--- src/rtl/bcd_scan_display.sv ---
// Countdown display driver: serial double-dabble binary-to-BCD conversion,
// 7-segment encoding with blanking/overflow, and a time-multiplexed scan output.
module bcd_scan_display #(
  parameter int pNUMBER_WIDTH = 5,
  parameter int pLED_WIDTH    = 8,
  parameter int pLED_NO       = 2,
  parameter int pSCAN_DIV     = 4
) (
  input  logic                                clk,
  input  logic                                rst,
  input  logic                                load,
  input  logic [pNUMBER_WIDTH-1:0]            number,
  input  logic                                blank_lz,
  output logic                                busy,
  output logic                                done,
  output logic                                overflow,
  output logic [pLED_NO-1:0][pLED_WIDTH-1:0]  display_led,
  output logic [pLED_NO-1:0]                  scan_sel,
  output logic [pLED_WIDTH-1:0]               scan_seg
);

  // Decimal digits of the largest input value, plus one spare nibble.
  function automatic int req_digits(input int w);
    logic [31:0] v;
    int          n;
    v = (32'd1 << w) - 32'd1;
    n = 1;
    for (int i = 0; i < 10; i++) begin
      if (v >= 32'd10) begin
        v = v / 32'd10;
        n = n + 1;
      end else begin
        v = v;
      end
    end
    return n + 1;
  endfunction

  localparam int REQ_DIG = req_digits(pNUMBER_WIDTH);
  localparam int NB      = (REQ_DIG > pLED_NO) ? REQ_DIG : pLED_NO;
  localparam int BW      = 4 * NB;
  localparam int CW      = $clog2(pNUMBER_WIDTH + 1);
  localparam int PW      = (pSCAN_DIV > 1) ? $clog2(pSCAN_DIV) : 1;

  localparam logic [1:0] IDLE   = 2'd0;
  localparam logic [1:0] CONV   = 2'd1;
  localparam logic [1:0] UPDATE = 2'd2;

  function automatic logic [pLED_WIDTH-1:0] seg7(input logic [3:0] d);
    logic [6:0]            s;
    logic [pLED_WIDTH-1:0] r;
    case (d)
      4'd0:    s = 7'h3F;
      4'd1:    s = 7'h06;
      4'd2:    s = 7'h5B;
      4'd3:    s = 7'h4F;
      4'd4:    s = 7'h66;
      4'd5:    s = 7'h6D;
      4'd6:    s = 7'h7D;
      4'd7:    s = 7'h07;
      4'd8:    s = 7'h7F;
      4'd9:    s = 7'h6F;
      default: s = 7'h00;
    endcase
    r      = '0;
    r[6:0] = s;
    return r;
  endfunction

  function automatic logic [pLED_WIDTH-1:0] seg_dash();
    logic [pLED_WIDTH-1:0] r;
    r      = '0;
    r[6:0] = 7'h40;
    return r;
  endfunction

  logic [1:0]                             state_r;
  logic [pNUMBER_WIDTH-1:0]               num_r;
  logic [BW-1:0]                          bcd_r;
  logic [CW-1:0]                          cnt_r;
  logic                                   blank_r;
  logic [PW-1:0]                          presc_r;

  logic [BW-1:0]                          bcd_adj_s;
  logic [BW-1:0]                          bcd_shift_s;
  logic                                   ovf_s;
  logic                                   nz_s;
  logic [3:0]                             dig_s;
  logic [pLED_NO-1:0][pLED_WIDTH-1:0]     disp_new_s;
  logic [pLED_NO-1:0][pLED_WIDTH-1:0]     disp_next_s;
  logic                                   wrap_s;
  logic [pLED_NO-1:0]                     sel_rot_s;
  logic [pLED_NO-1:0]                     sel_next_s;
  logic [pLED_WIDTH-1:0]                  seg_next_s;

  // Add-3 correction on every nibble, then shift in the next input bit.
  always_comb begin
    bcd_adj_s = bcd_r;
    for (int k = 0; k < NB; k++) begin
      if (bcd_r[4*k +: 4] >= 4'd5) begin
        bcd_adj_s[4*k +: 4] = bcd_r[4*k +: 4] + 4'd3;
      end else begin
        bcd_adj_s[4*k +: 4] = bcd_r[4*k +: 4];
      end
    end
    bcd_shift_s = BW'({bcd_adj_s, num_r[pNUMBER_WIDTH-1]});
  end

  // Segment image of the finished BCD value, scanned from the top digit down for blanking.
  always_comb begin
    ovf_s      = 1'b0;
    nz_s       = 1'b0;
    dig_s      = 4'd0;
    disp_new_s = '0;
    for (int k = pLED_NO; k < NB; k++) begin
      ovf_s = ovf_s | (bcd_r[4*k +: 4] != 4'd0);
    end
    for (int k = pLED_NO - 1; k >= 0; k--) begin
      dig_s = bcd_r[4*k +: 4];
      if (ovf_s) begin
        disp_new_s[k] = seg_dash();
      end else if (blank_r && (k != 0) && !nz_s && (dig_s == 4'd0)) begin
        disp_new_s[k] = '0;
      end else begin
        disp_new_s[k] = seg7(dig_s);
      end
      nz_s = nz_s | (dig_s != 4'd0);
    end
  end

  // Next scan slot and the segments it will show, so scan_seg tracks scan_sel in the same cycle.
  always_comb begin
    wrap_s      = (presc_r == PW'(pSCAN_DIV - 1));
    sel_rot_s   = (scan_sel << 1) | (scan_sel >> (pLED_NO - 1));
    sel_next_s  = wrap_s ? sel_rot_s : scan_sel;
    disp_next_s = (state_r == UPDATE) ? disp_new_s : display_led;
    seg_next_s  = '0;
    for (int k = 0; k < pLED_NO; k++) begin
      seg_next_s = seg_next_s | (disp_next_s[k] & {pLED_WIDTH{sel_next_s[k]}});
    end
  end

  // Conversion FSM and display/overflow registers.
  always_ff @(posedge clk) begin
    if (rst) begin
      state_r     <= IDLE;
      num_r       <= '0;
      bcd_r       <= '0;
      cnt_r       <= '0;
      blank_r     <= 1'b0;
      busy        <= 1'b0;
      done        <= 1'b0;
      overflow    <= 1'b0;
      display_led <= '0;
    end else begin
      done <= 1'b0;
      case (state_r)
        IDLE: begin
          if (load) begin
            num_r   <= number;
            blank_r <= blank_lz;
            bcd_r   <= '0;
            cnt_r   <= CW'(pNUMBER_WIDTH);
            busy    <= 1'b1;
            state_r <= CONV;
          end
        end
        CONV: begin
          bcd_r <= bcd_shift_s;
          num_r <= num_r << 1;
          cnt_r <= cnt_r - CW'(1);
          if (cnt_r == CW'(1)) begin
            state_r <= UPDATE;
          end
        end
        UPDATE: begin
          display_led <= disp_new_s;
          overflow    <= ovf_s;
          done        <= 1'b1;
          busy        <= 1'b0;
          state_r     <= IDLE;
        end
        default: begin
          busy    <= 1'b0;
          state_r <= IDLE;
        end
      endcase
    end
  end

  // Free-running scan prescaler and digit rotation.
  always_ff @(posedge clk) begin
    if (rst) begin
      presc_r  <= '0;
      scan_sel <= pLED_NO'(1);
      scan_seg <= '0;
    end else begin
      presc_r  <= wrap_s ? PW'(0) : presc_r + PW'(1);
      scan_sel <= sel_next_s;
      scan_seg <= seg_next_s;
    end
  end

endmodule
--- config.mk ---
export PLATFORM = sky130hd
export DESIGN_NAME = bcd_scan_display
export DESIGN_NICKNAME = d
export VERILOG_FILES = /design/src/rtl/bcd_scan_display.sv
export SDC_FILE = /design/constraint.sdc
export NUM_CORES = 1
export LEC_CHECK = 0
export ABC_AREA = 1
export CORE_ASPECT_RATIO = 1.5
export CORE_MARGIN = 4
export CORE_UTILIZATION = 30
export DETAILED_ROUTE_END_ITERATION = 6
export GPL_ROUTABILITY_DRIVEN = 0
export PLACE_DENSITY_LB_ADDON = 0.05
export SYNTH_ARGS = -nofsm -noshare
export SYNTH_HDL_FRONTEND = slang
export SYNTH_SLANG_ARGS = --single-unit
--- constraint.sdc ---
create_clock -name clk -period 2.2 [get_ports clk]
set_clock_uncertainty 0.2 [all_clocks]
set_input_delay 0.33 -clock clk [delete_from_list [all_inputs] [get_ports clk]]
set_output_delay 0.33 -clock clk [all_outputs]
set_load 0.01 [all_outputs]
==> impl_metrics.env, run 1 <==
export IMPL_n_antenna_cell=0
export IMPL_dieArea_sq_mm=0.01199
export IMPL_yosysTopAreaCellShare_pct=44.17
export IMPL_fmax_mhz=483.4
export IMPL_clock_sinks=68
export IMPL_peakVddDrop_mv=0.3980
export IMPL_cap_violations=0
export IMPL_final_common_cell="nand2_1"
export IMPL_slowest_delay_ns=0.36
export IMPL_mostFrequentLayoutCells="nand2_1, dfxtp_1, inv_1, clkdlybuf4s50_1, buf_4"
export IMPL_fin_crit_sh_pct=94.04
export IMPL_crit_chain="inv_2, ha_2, inv_1, nand2_1, nand3_2, nand4_1, nand2_1, nand2_2, buf_4, ha_1, nand3b_1, nand3_1, nand2_1"
export IMPL_critical_path_top_delay_family="simple AND/OR/NAND/NOR gates"
export IMPL_yosys_warnings=0
export IMPL_synth_area_sq_mm=0.003082
export IMPL_pwr_density_cell_mw_per_mm2=738.0
export IMPL_die_x_um=90.76
export IMPL_synth_fp_nets=429
export IMPL_critPathCaptureType="flip-flop"
export IMPL_syn_area_per_cell_sq_um=7.762
export IMPL_routed_wl_um=7671
export IMPL_via_count=2692
export IMPL_grt_overflow=0
export IMPL_final_area_sq_mm=0.004153
export IMPL_die_y_um=132.1
export IMPL_cpMostUsedCell="nand2_1"
export IMPL_worstSkewPairLatency_ns=0.33
export IMPL_hold_buffers=0
export IMPL_post_drt_wl_per_cell_um=12.91
export IMPL_p_leak_uw=0.001856
export IMPL_slowest_stage="dfxtp_2"
export IMPL_placed_area_sq_mm=0.003794
export IMPL_clk_pin_slew_ns=0.06
export IMPL_antenna_left=0
export IMPL_drc=0
export IMPL_dp_cells=576
export IMPL_required_ns=2.22
export IMPL_fill_cells=1059
export IMPL_power_clock_fraction_pct=47.5
export IMPL_p_total_uw=3065
export IMPL_track_usage_pct=13.45
export IMPL_via_per_inst=4.532
export IMPL_grt_max_degree=20
export IMPL_status="complete, no violations"
export IMPL_ys_seq_area_share_pct=44.17
export IMPL_cts_root_buf="clkbuf_16"
export IMPL_crit_arrival_ns=2.09
export IMPL_worst_slew_pin_slew_ns=0.3915
export IMPL_grt_pass1_wl_um=12630
export IMPL_rows=45
export IMPL_syn_inst=397
export IMPL_power_frac_comb_pct=10.0
export IMPL_cts_tree="yes"
export IMPL_slew_headroom_pct=73.63
export IMPL_drive_above_1_share_pct=18.45
export IMPL_final_cells=594
export IMPL_maxSlewViolCount=0
export IMPL_drt_iter0_markers=56
export IMPL_min_path_type="flip-flop to flip-flop"
export IMPL_synth_area_leaders="dfxtp_1, nand2_1, ha_1"
export IMPL_p_int_uw=2322
export IMPL_cp_start_kind="flip-flop"
export IMPL_numCtsBuffers=9
export IMPL_io_pins=38
export IMPL_initial_utilization_pct=30.58
export IMPL_p_sw_uw=743.0
export IMPL_synth_cell_types=31
export IMPL_hpwl_um=6028
export IMPL_nNetsFinal=504
export IMPL_htreeDepth=3
export IMPL_path_max_fanout=5
export IMPL_power_frac_seq_pct=42.5
export IMPL_ys_seq_elements=68
export IMPL_first_global_vias=2586
export IMPL_fin_crit_ns=2.069
export IMPL_area_growth_synth_to_final_pct=34.75
export IMPL_path_class="flip-flop to flip-flop"
export IMPL_critPathBufInv=3
export IMPL_cts_max_path_buffers=2
export IMPL_setup_violations=0
export IMPL_antenna_found_initial=0
export IMPL_port_buffers=37
export IMPL_synth_top_area_cell="dfxtp_1"
export IMPL_tns_ns=0
export IMPL_fp_coreArea_sq_mm=0.01008
export IMPL_switching_share_pct=24.24
export IMPL_finalHoldViolCount=0
export IMPL_drt_pass1_iter_count=6
## repair_timing
action                     4_1_cts  5_1_grt
buffers inserted                 0        2
resized for setup                1       17
pin swaps                        1        4
setup endpoints to repair        2       14
## power by group through the flow
stage / sequential, uW / clock, uW / combinational [uW]
after floorplan: 1340 / 0 / 163
after global placement: 1330 / 0 / 299
after detailed placement: 1330 / 0 / 301
after CTS: 1300 / 1490 / 302
after global routing: 1310 / 1550 / 350
final: 1300 / 1450 / 308
## cell usage after synthesis
cell / count
nand2_1: 109
dfxtp_1: 68
inv_1: 44
nand3_1: 31
o21ai_0: 25
nor2_1: 24
ha_1: 23
a21oi_1: 16
nand3b_1: 8
inv_2: 6
nand4_1: 5
o22ai_1: 5
nand2_2: 4
and2_1: 3
buf_2: 3
nor2_4: 3
o21ai_2: 3
buf_6: 2
clkbuf_1: 2
nand3_2: 2
a21oi_4: 1
a221oi_1: 1
buf_4: 1
nand4_2: 1
nor3_1: 1
nor3b_1: 1
o211ai_1: 1
o21ai_1: 1
o32ai_1: 1
or2_2: 1
xor2_1: 1
## routing by layer
layer | GRT usage (%) | wire length, um | up-vias
met5 | 0 | 0 | -
met4 | 4.855 | 104 | 0
met3 | 3.826 | 300 | 6
met1 | 13.81 | 3114 | 1213
met2 | 25.46 | 4152 | 45
li1 | - | - | 1428
## path summary, 6_finish.rpt
kind              slack (ns)               endpoint  cells past startpoint                   from
hold reg to reg         0.22  presc_r[0]$_SDFF_PP0_                      1  presc_r[0]$_SDFF_PP0_
setup / recovery        0.13              flip-flop                     13  bcd_r[0]$_SDFFE_PP0N_
hold / removal          0.22  presc_r[0]$_SDFF_PP0_                      1  presc_r[0]$_SDFF_PP0_
setup reg to reg        0.13              flip-flop                     13  bcd_r[0]$_SDFFE_PP0N_
## cell families (layout without fill, tap and decap cells)
group                      after synthesis  after routing  share of synthesized area, %
adders and majority gates               23             23                         9.338
AOI/OAI and AO/OA                       54             54                         10.03
buffers and inverters                   58            138                         7.795
xor gates and xnor gates                 1              1                        0.2843
and+or+nand+nor                        193            193                         28.38
DFF                                     68             68                         44.17
## cell type report
type                            instances  area, sq um  share of cell area, %
Clock inverter                          6        63.81                  1.537
Inverter                               50        187.7                  4.519
Clock buffer                           10        239.0                  5.755
Timing Repair Buffer                   72        633.1                  15.25
Sequential cell                        68         1366                  32.90
Tap cell                              117        146.4                  3.525
Multi-Input combinational cell        271         1516                  36.52
## through the flow
stage | hold slack (ns) | utilization, % | setup slack (ns)
after floorplan | 0.1977 | - | 0.1583
final | 0.2238 | 41.20 | 0.1311
after detailed placement | 0.2137 | 37.64 | -0.2125
after global routing | 0.2389 | 41.20 | -0.004087
after CTS | 0.2237 | 40.66 | 0.01512
after global placement | 0.2057 | 37.64 | -0.1467
Note: power is estimated with default switching activity, not from simulation.
==> run 2: changes to the inputs <==
Settings changed: ABC_AREA 1 to default.
==> run 2 against run 1 <==
Net effect: the run now ends with setup timing left; final cell count is 5.6% lower; setup slack worse by 0.25 ns; total power is 1.8% lower; die area is 0.26% higher; combinational power hardly changed; first-iteration DRC count is 5.4% lower; global-route usage is 0.91 points higher; clock power is 3% lower; sequential power hardly changed; wire length is 11% higher; critical path type unchanged.
==> impl_metrics.env, run 2 <==
export IMPL_power_frac_seq_pct=43.1
export IMPL_final_cells=561
export IMPL_numCtsBuffers=9
export IMPL_setup_slack_ns=-0.1230
export IMPL_n_antenna_cell=0
export IMPL_synth_top_area_cell="dfxtp_1"
export IMPL_grt_overflow=0
export IMPL_synth_fa_ha_area_share_pct=9.312
export IMPL_path_class="flip-flop to flip-flop"
export IMPL_yosys_warnings=0
export IMPL_antenna_found_initial=0
export IMPL_synth_most_common_cell="dfxtp_1"
export IMPL_drt_pass1_iter_count=4
export IMPL_peakVddDrop_mv=0.4136
export IMPL_synth_xor_area_share_pct=0.5668
export IMPL_p_int_uw=2296
export IMPL_cts_max_path_buffers=2
export IMPL_p_leak_uw=0.001882
export IMPL_port_buffers=37
export IMPL_path_max_fanout=4
export IMPL_routed_wl_um=8552
export IMPL_async_reset_ff_share_pct=0
export IMPL_first_global_vias=2716
export IMPL_status="finished, violations left"
export IMPL_worst_slew_pin_slew_ns=0.4855
export IMPL_cp_start_kind="flip-flop"
export IMPL_syn_area_per_cell_sq_um=9.253
export IMPL_ys_seq_elements=68
export IMPL_hpwl_um=6466
export IMPL_rows=45
export IMPL_grt_max_degree=21
export IMPL_synth_cell_types=59
export IMPL_drive_above_1_share_pct=33.33
export IMPL_track_usage_pct=14.36
export IMPL_violations="setup timing"
export IMPL_via_per_inst=4.882
export IMPL_htreeDepth=3
export IMPL_cts_root_buf="clkbuf_16"
export IMPL_drt_iter0_markers=53
export IMPL_fin_crit_sh_pct=105.6
export IMPL_cap_violations=0
export IMPL_dieArea_sq_mm=0.01202
export IMPL_ys_seq_area_share_pct=44.05
export IMPL_synth_area_sq_mm=0.003090
export IMPL_pwr_density_cell_mw_per_mm2=638.7
export IMPL_finalHoldViolCount=0
export IMPL_switching_share_pct=23.68
export IMPL_synth_edf_count=0
export IMPL_setup_violations=11
export IMPL_power_frac_comb_pct=10.2
export IMPL_antenna_left=0
export IMPL_hold_buffers=0
export IMPL_p_sw_uw=712.5
export IMPL_slew_headroom_pct=67.63
export IMPL_fmax_mhz=430.5
export IMPL_grt_pass1_wl_um=13610
export IMPL_final_common_cell="buf_4"
export IMPL_min_path_type="flip-flop to flip-flop"
export IMPL_via_count=2739
export IMPL_required_ns=2.24
export IMPL_critPathCaptureType="flip-flop"
export IMPL_drc=0
export IMPL_syn_inst=334
export IMPL_area_growth_synth_to_final_pct=52.43
export IMPL_synth_top_family_by_area="compound AO/OA/AOI/OAI gates"
export IMPL_initial_utilization_pct=30.66
export IMPL_synth_fp_nets=366
export IMPL_dp_cells=531
export IMPL_mostFrequentLayoutCells="buf_4, dfxtp_1, clkdlybuf4s50_1, nand2_1, nor2_1"
export IMPL_die_y_um=132.3
export IMPL_rsz0062_at_grt="yes"
export IMPL_yosysTopAreaCellShare_pct=44.05
export IMPL_synthTopCellsByCount="dfxtp_1, nand2_1, nor2_1, ha_1, o21ai_0"
export IMPL_fill_cells=961
export IMPL_clk_pin_slew_ns=0.06
export IMPL_maxSlewViolCount=0
export IMPL_clock_sinks=68
export IMPL_synth_compound_area_share_pct=21.17
export IMPL_worstSkewPairLatency_ns=0.32
export IMPL_p_total_uw=3009
export IMPL_io_pins=38
export IMPL_die_x_um=90.87
export IMPL_cts_tree="yes"
export IMPL_nNetsFinal=472
export IMPL_ys_flop_type="dfxtp_1"
export IMPL_synth_area_leaders="dfxtp_1, ha_1, nand2_1"
export IMPL_post_drt_wl_per_cell_um=15.24
export IMPL_fp_coreArea_sq_mm=0.01008
export IMPL_muxShareOfSynthArea_pct=1.700
export IMPL_synth_simple_gate_area_share_pct=17.57
export IMPL_crit_arrival_ns=2.36
export IMPL_fin_crit_ns=2.323
export IMPL_power_clock_fraction_pct=46.7
-- run 2: cell count changes after synthesis, moves of 4 or more --
cell	previous run	this run
o22ai_1	5	0
o311ai_1	0	4
inv_1	44	21
nand2_1	109	32
nand2b_1	0	5
a31oi_1	0	4
clkbuf_1	2	6
nand3_1	31	13
nand3b_1	8	2
nand4_1	5	1
a22oi_1	0	7
nand2_2	4	0
a21oi_1	16	20
nor3_1	1	6
-- run 2: final cells by class --
| class | count | area, sq um | area share, % |
|---|---|---|---|
| multi-input combinational | 228 | 1854 | 39.36 |
| clock inverter | 6 | 66.31 | 1.408 |
| inverter | 24 | 97.59 | 2.072 |
| clock buffer | 9 | 225.2 | 4.781 |
| timing repair buffer | 109 | 947.2 | 20.11 |
| tap | 117 | 146.4 | 3.108 |
| sequential | 68 | 1374 | 29.16 |
-- run 2: kinds of logic after synthesis --
logic type,Yosys count
multiplexers,5
adder cells (fa/ha/maj),23
buffers and inverters,38
XOR/XNOR,2
flip-flops,68
AO/OA/AOI/OAI,91
AND/OR/NAND/NOR,107
-- run 2: what timing repair did --
item / in CTS / in global routing
gates resized for setup: 15 / 38
setup endpoints to repair: 14 / 14
pin swaps: 13 / 19
setup buffers: 11 / 7
-- run 2: final timing paths --
check	slack [ns]	startpoint	cells past startpoint	end
worst max-delay path	-0.12	bcd_r[1]$_SDFFE_PP0N_	9	flip-flop
worst min-delay path	0.22	presc_r[0]$_SDFF_PP0_	1	presc_r[0]$_SDFF_PP0_
worst max register to register	-0.12	bcd_r[1]$_SDFFE_PP0N_	9	flip-flop
worst min register to register	0.22	presc_r[0]$_SDFF_PP0_	1	presc_r[0]$_SDFF_PP0_
-- run 2: layer usage --
metal | routed length [um] | GRT usage [%]
met5 | 0 | 0
met4 | 212 | 6.460
met2 | 4598 | 25.92
met1 | 3446 | 15.41
met3 | 296 | 3.998
-- run 2: power by group through the flow --
stage,Clock (uW),Sequential [uW],Combinational [uW]
floorplan,0,1330,152
global placement,0,1330,291
detailed placement,0,1330,293
CTS,1440,1300,307
global route,1500,1300,339
finish,1400,1300,307
-- run 2: metrics by stage --
stage | hold WS [ns] | TNS [ns] | utilization, % | cell area (sq um) | setup WS, ns
after floorplan | 0.1977 | -0.4761 | - | 3186 | -0.2471
after global placement | 0.2107 | -5.685 | 40.15 | 4046 | -0.4490
after detailed placement | 0.2155 | -6.378 | 40.15 | 4046 | -0.4984
after CTS | 0.2230 | -0.7095 | 44.32 | 4467 | -0.1424
after global routing | 0.2373 | -1.869 | 46.74 | 4711 | -0.2495
final | 0.2214 | -0.7892 | 46.74 | 4711 | -0.1230
-- run 2: worst max-delay path: stages, from the launching register on --
cell	delay [ns]
dfxtp_2	0.35
inv_4	0.05
ha_4	0.14
nand2b_4	0.15
a21o_4	0.22
buf_4	0.13
a32o_2	0.35
ha_4	0.18
or3_4	0.38
o311ai_2	0.09
==> run 3: changes to the inputs <==
Settings changed: ABC_AREA from default to 1.
Clock period 2.2 ns to 2.7 ns, I/O delays scaled along.
==> run 3 against run 2 <==
Net effect: the run now ends clean; flip-flop and latch count is the same; die area fell by 0.26%; utilization decreased by 7.9 points; setup slack improved by 0.41 ns; critical path depth is 5 higher; total power decreased by 19%; first-iteration DRC count rose by 7.5%; register-to-register slack gained 0.41 ns; worst hold slack got worse by 0.0034 ns; fmax shrank 3.8%.
==> impl_metrics.env, run 3 (same netlist as run 1, synthesis figures left out) <==
export IMPL_status="complete, no violations"
export IMPL_min_from="presc_r[0]$_SDFF_PP0_"
export IMPL_peakVddDrop_mv=0.3016
export IMPL_grt_overflow=0
export IMPL_slowest_delay_ns=0.30
export IMPL_slowest_stage="dfxtp_1"
export IMPL_crit_path_start="bcd_r[1]$_SDFFE_PP0N_"
export IMPL_antenna_left=0
export IMPL_n_antenna_cell=0
export IMPL_tns_ns=0
export IMPL_antenna_found_initial=0
export IMPL_setup_slack_ns=0.2859
export IMPL_fp_coreArea_sq_mm=0.01008
export IMPL_slew_headroom_pct=57.02
export IMPL_critPathCaptureType="flip-flop"
export IMPL_cts_root_buf="clkbuf_16"
export IMPL_cts_setup_buffers=0
export IMPL_io_pins=38
export IMPL_fmax_mhz=414.2
export IMPL_min_path_type="flip-flop to flip-flop"
export IMPL_finalHoldViolCount=0
export IMPL_initial_utilization_pct=30.58
export IMPL_grt_max_degree=20
export IMPL_crit_arrival_ns=2.48
export IMPL_crit_chain="inv_1, ha_1, inv_1, nand2_1, nand3_1, nand4_1, nand2_1, nand2_1, inv_1, ha_1, nand3b_1, nand2_1, nand2_1, nand2_1"
export IMPL_pwr_density_cell_mw_per_mm2=619.2
export IMPL_path_max_fanout=6
export IMPL_nNetsFinal=480
export IMPL_post_cts_resize_count=0
export IMPL_grt_pass1_wl_um=12520
export IMPL_dieArea_sq_mm=0.01199
export IMPL_worst_slew_pin_slew_ns=0.6404
export IMPL_cp_start_kind="flip-flop"
export IMPL_port_buffers=37
export IMPL_p_total_uw=2424
export IMPL_mostFrequentLayoutCells="nand2_1, dfxtp_1, inv_1, clkdlybuf4s50_1, nand3_1"
export IMPL_critPathBufInv=3
export IMPL_drt_iter0_markers=57
export IMPL_required_ns=2.77
export IMPL_htreeDepth=3
export IMPL_via_count=2519
export IMPL_r2r_slack_ns=0.29
export IMPL_cts_max_path_buffers=2
export IMPL_dp_slack_ns=0.1698
export IMPL_clk_pin_slew_ns=0.06
export IMPL_final_util_pct=38.83
export IMPL_critical_path_top_delay_family="simple AND/OR/NAND/NOR gates"
export IMPL_cts_tree="yes"
export IMPL_first_global_vias=2552
export IMPL_final_common_cell="nand2_1"
export IMPL_track_usage_pct=13.37
export IMPL_hpwl_um=5817
export IMPL_drc=0
export IMPL_die_y_um=132.1
export IMPL_worstSkewPairLatency_ns=0.33
export IMPL_cpMostUsedCell="nand2_1"
export IMPL_cap_violations=0
export IMPL_die_x_um=90.76
export IMPL_hold_slack_ns=0.2180
export IMPL_rsz0062_at_grt="no"
export IMPL_hold_buffers=0
export IMPL_path_class="flip-flop to flip-flop"
export IMPL_r2r_start="bcd_r[1]$_SDFFE_PP0N_"
export IMPL_setup_violations=0
export IMPL_drt_pass1_iter_count=4
export IMPL_rows=45
export IMPL_via_per_inst=4.419
export IMPL_routed_wl_um=7379
export IMPL_drive_above_1_share_pct=10.15
export IMPL_fin_crit_ns=2.414
export IMPL_fin_crit_sh_pct=89.41
export IMPL_p_leak_uw=0.001725
export IMPL_maxSlewViolCount=0
export IMPL_area_growth_synth_to_final_pct=27.00
export IMPL_clock_sinks=68
export IMPL_numCtsBuffers=9
export IMPL_post_drt_wl_per_cell_um=12.95
-- run 3: layout make-up --
class	instances	area [sq um]
clock buffer	11	232.7
clock inverter	5	52.55
fill	1035	6165
inverter	50	187.7
multi-input combinational	271	1480
sequential	68	1361
tap	117	146.4
timing repair buffer	48	452.9
-- run 3: worst paths after layout --
check,endpoint,depth (start not counted)
worst max-delay path,flip-flop,14
worst min-delay path,presc_r[0]$_SDFF_PP0_,1
worst max register to register,flip-flop,14
worst min register to register,presc_r[0]$_SDFF_PP0_,1
-- run 3: through the flow --
step,std cells,area (sq um)
floorplan,397,3082
CTS,570,3914
global placement,554,3628
detailed placement,554,3628
finish,570,3914
global route,570,3914
-- run 3: power breakdown --
part | switching [uW] | internal, uW | leakage, uW
clock | 421 | 710 | 0.000139
combinational | 134 | 94.7 | 0.00103
sequential | 19.6 | 1050 | 0.000552
total | 574 | 1850 | 0.00173
-- run 3: routing by layer --
metal / vias up / track usage (%) / routed length (um)
met5: - / 0 / 0
met2: 47 / 24.89 / 3933
met3: 10 / 3.312 / 294
met4: 0 / 5.451 / 104
li1: 1380 / - / -
met1: 1082 / 14.15 / 3046
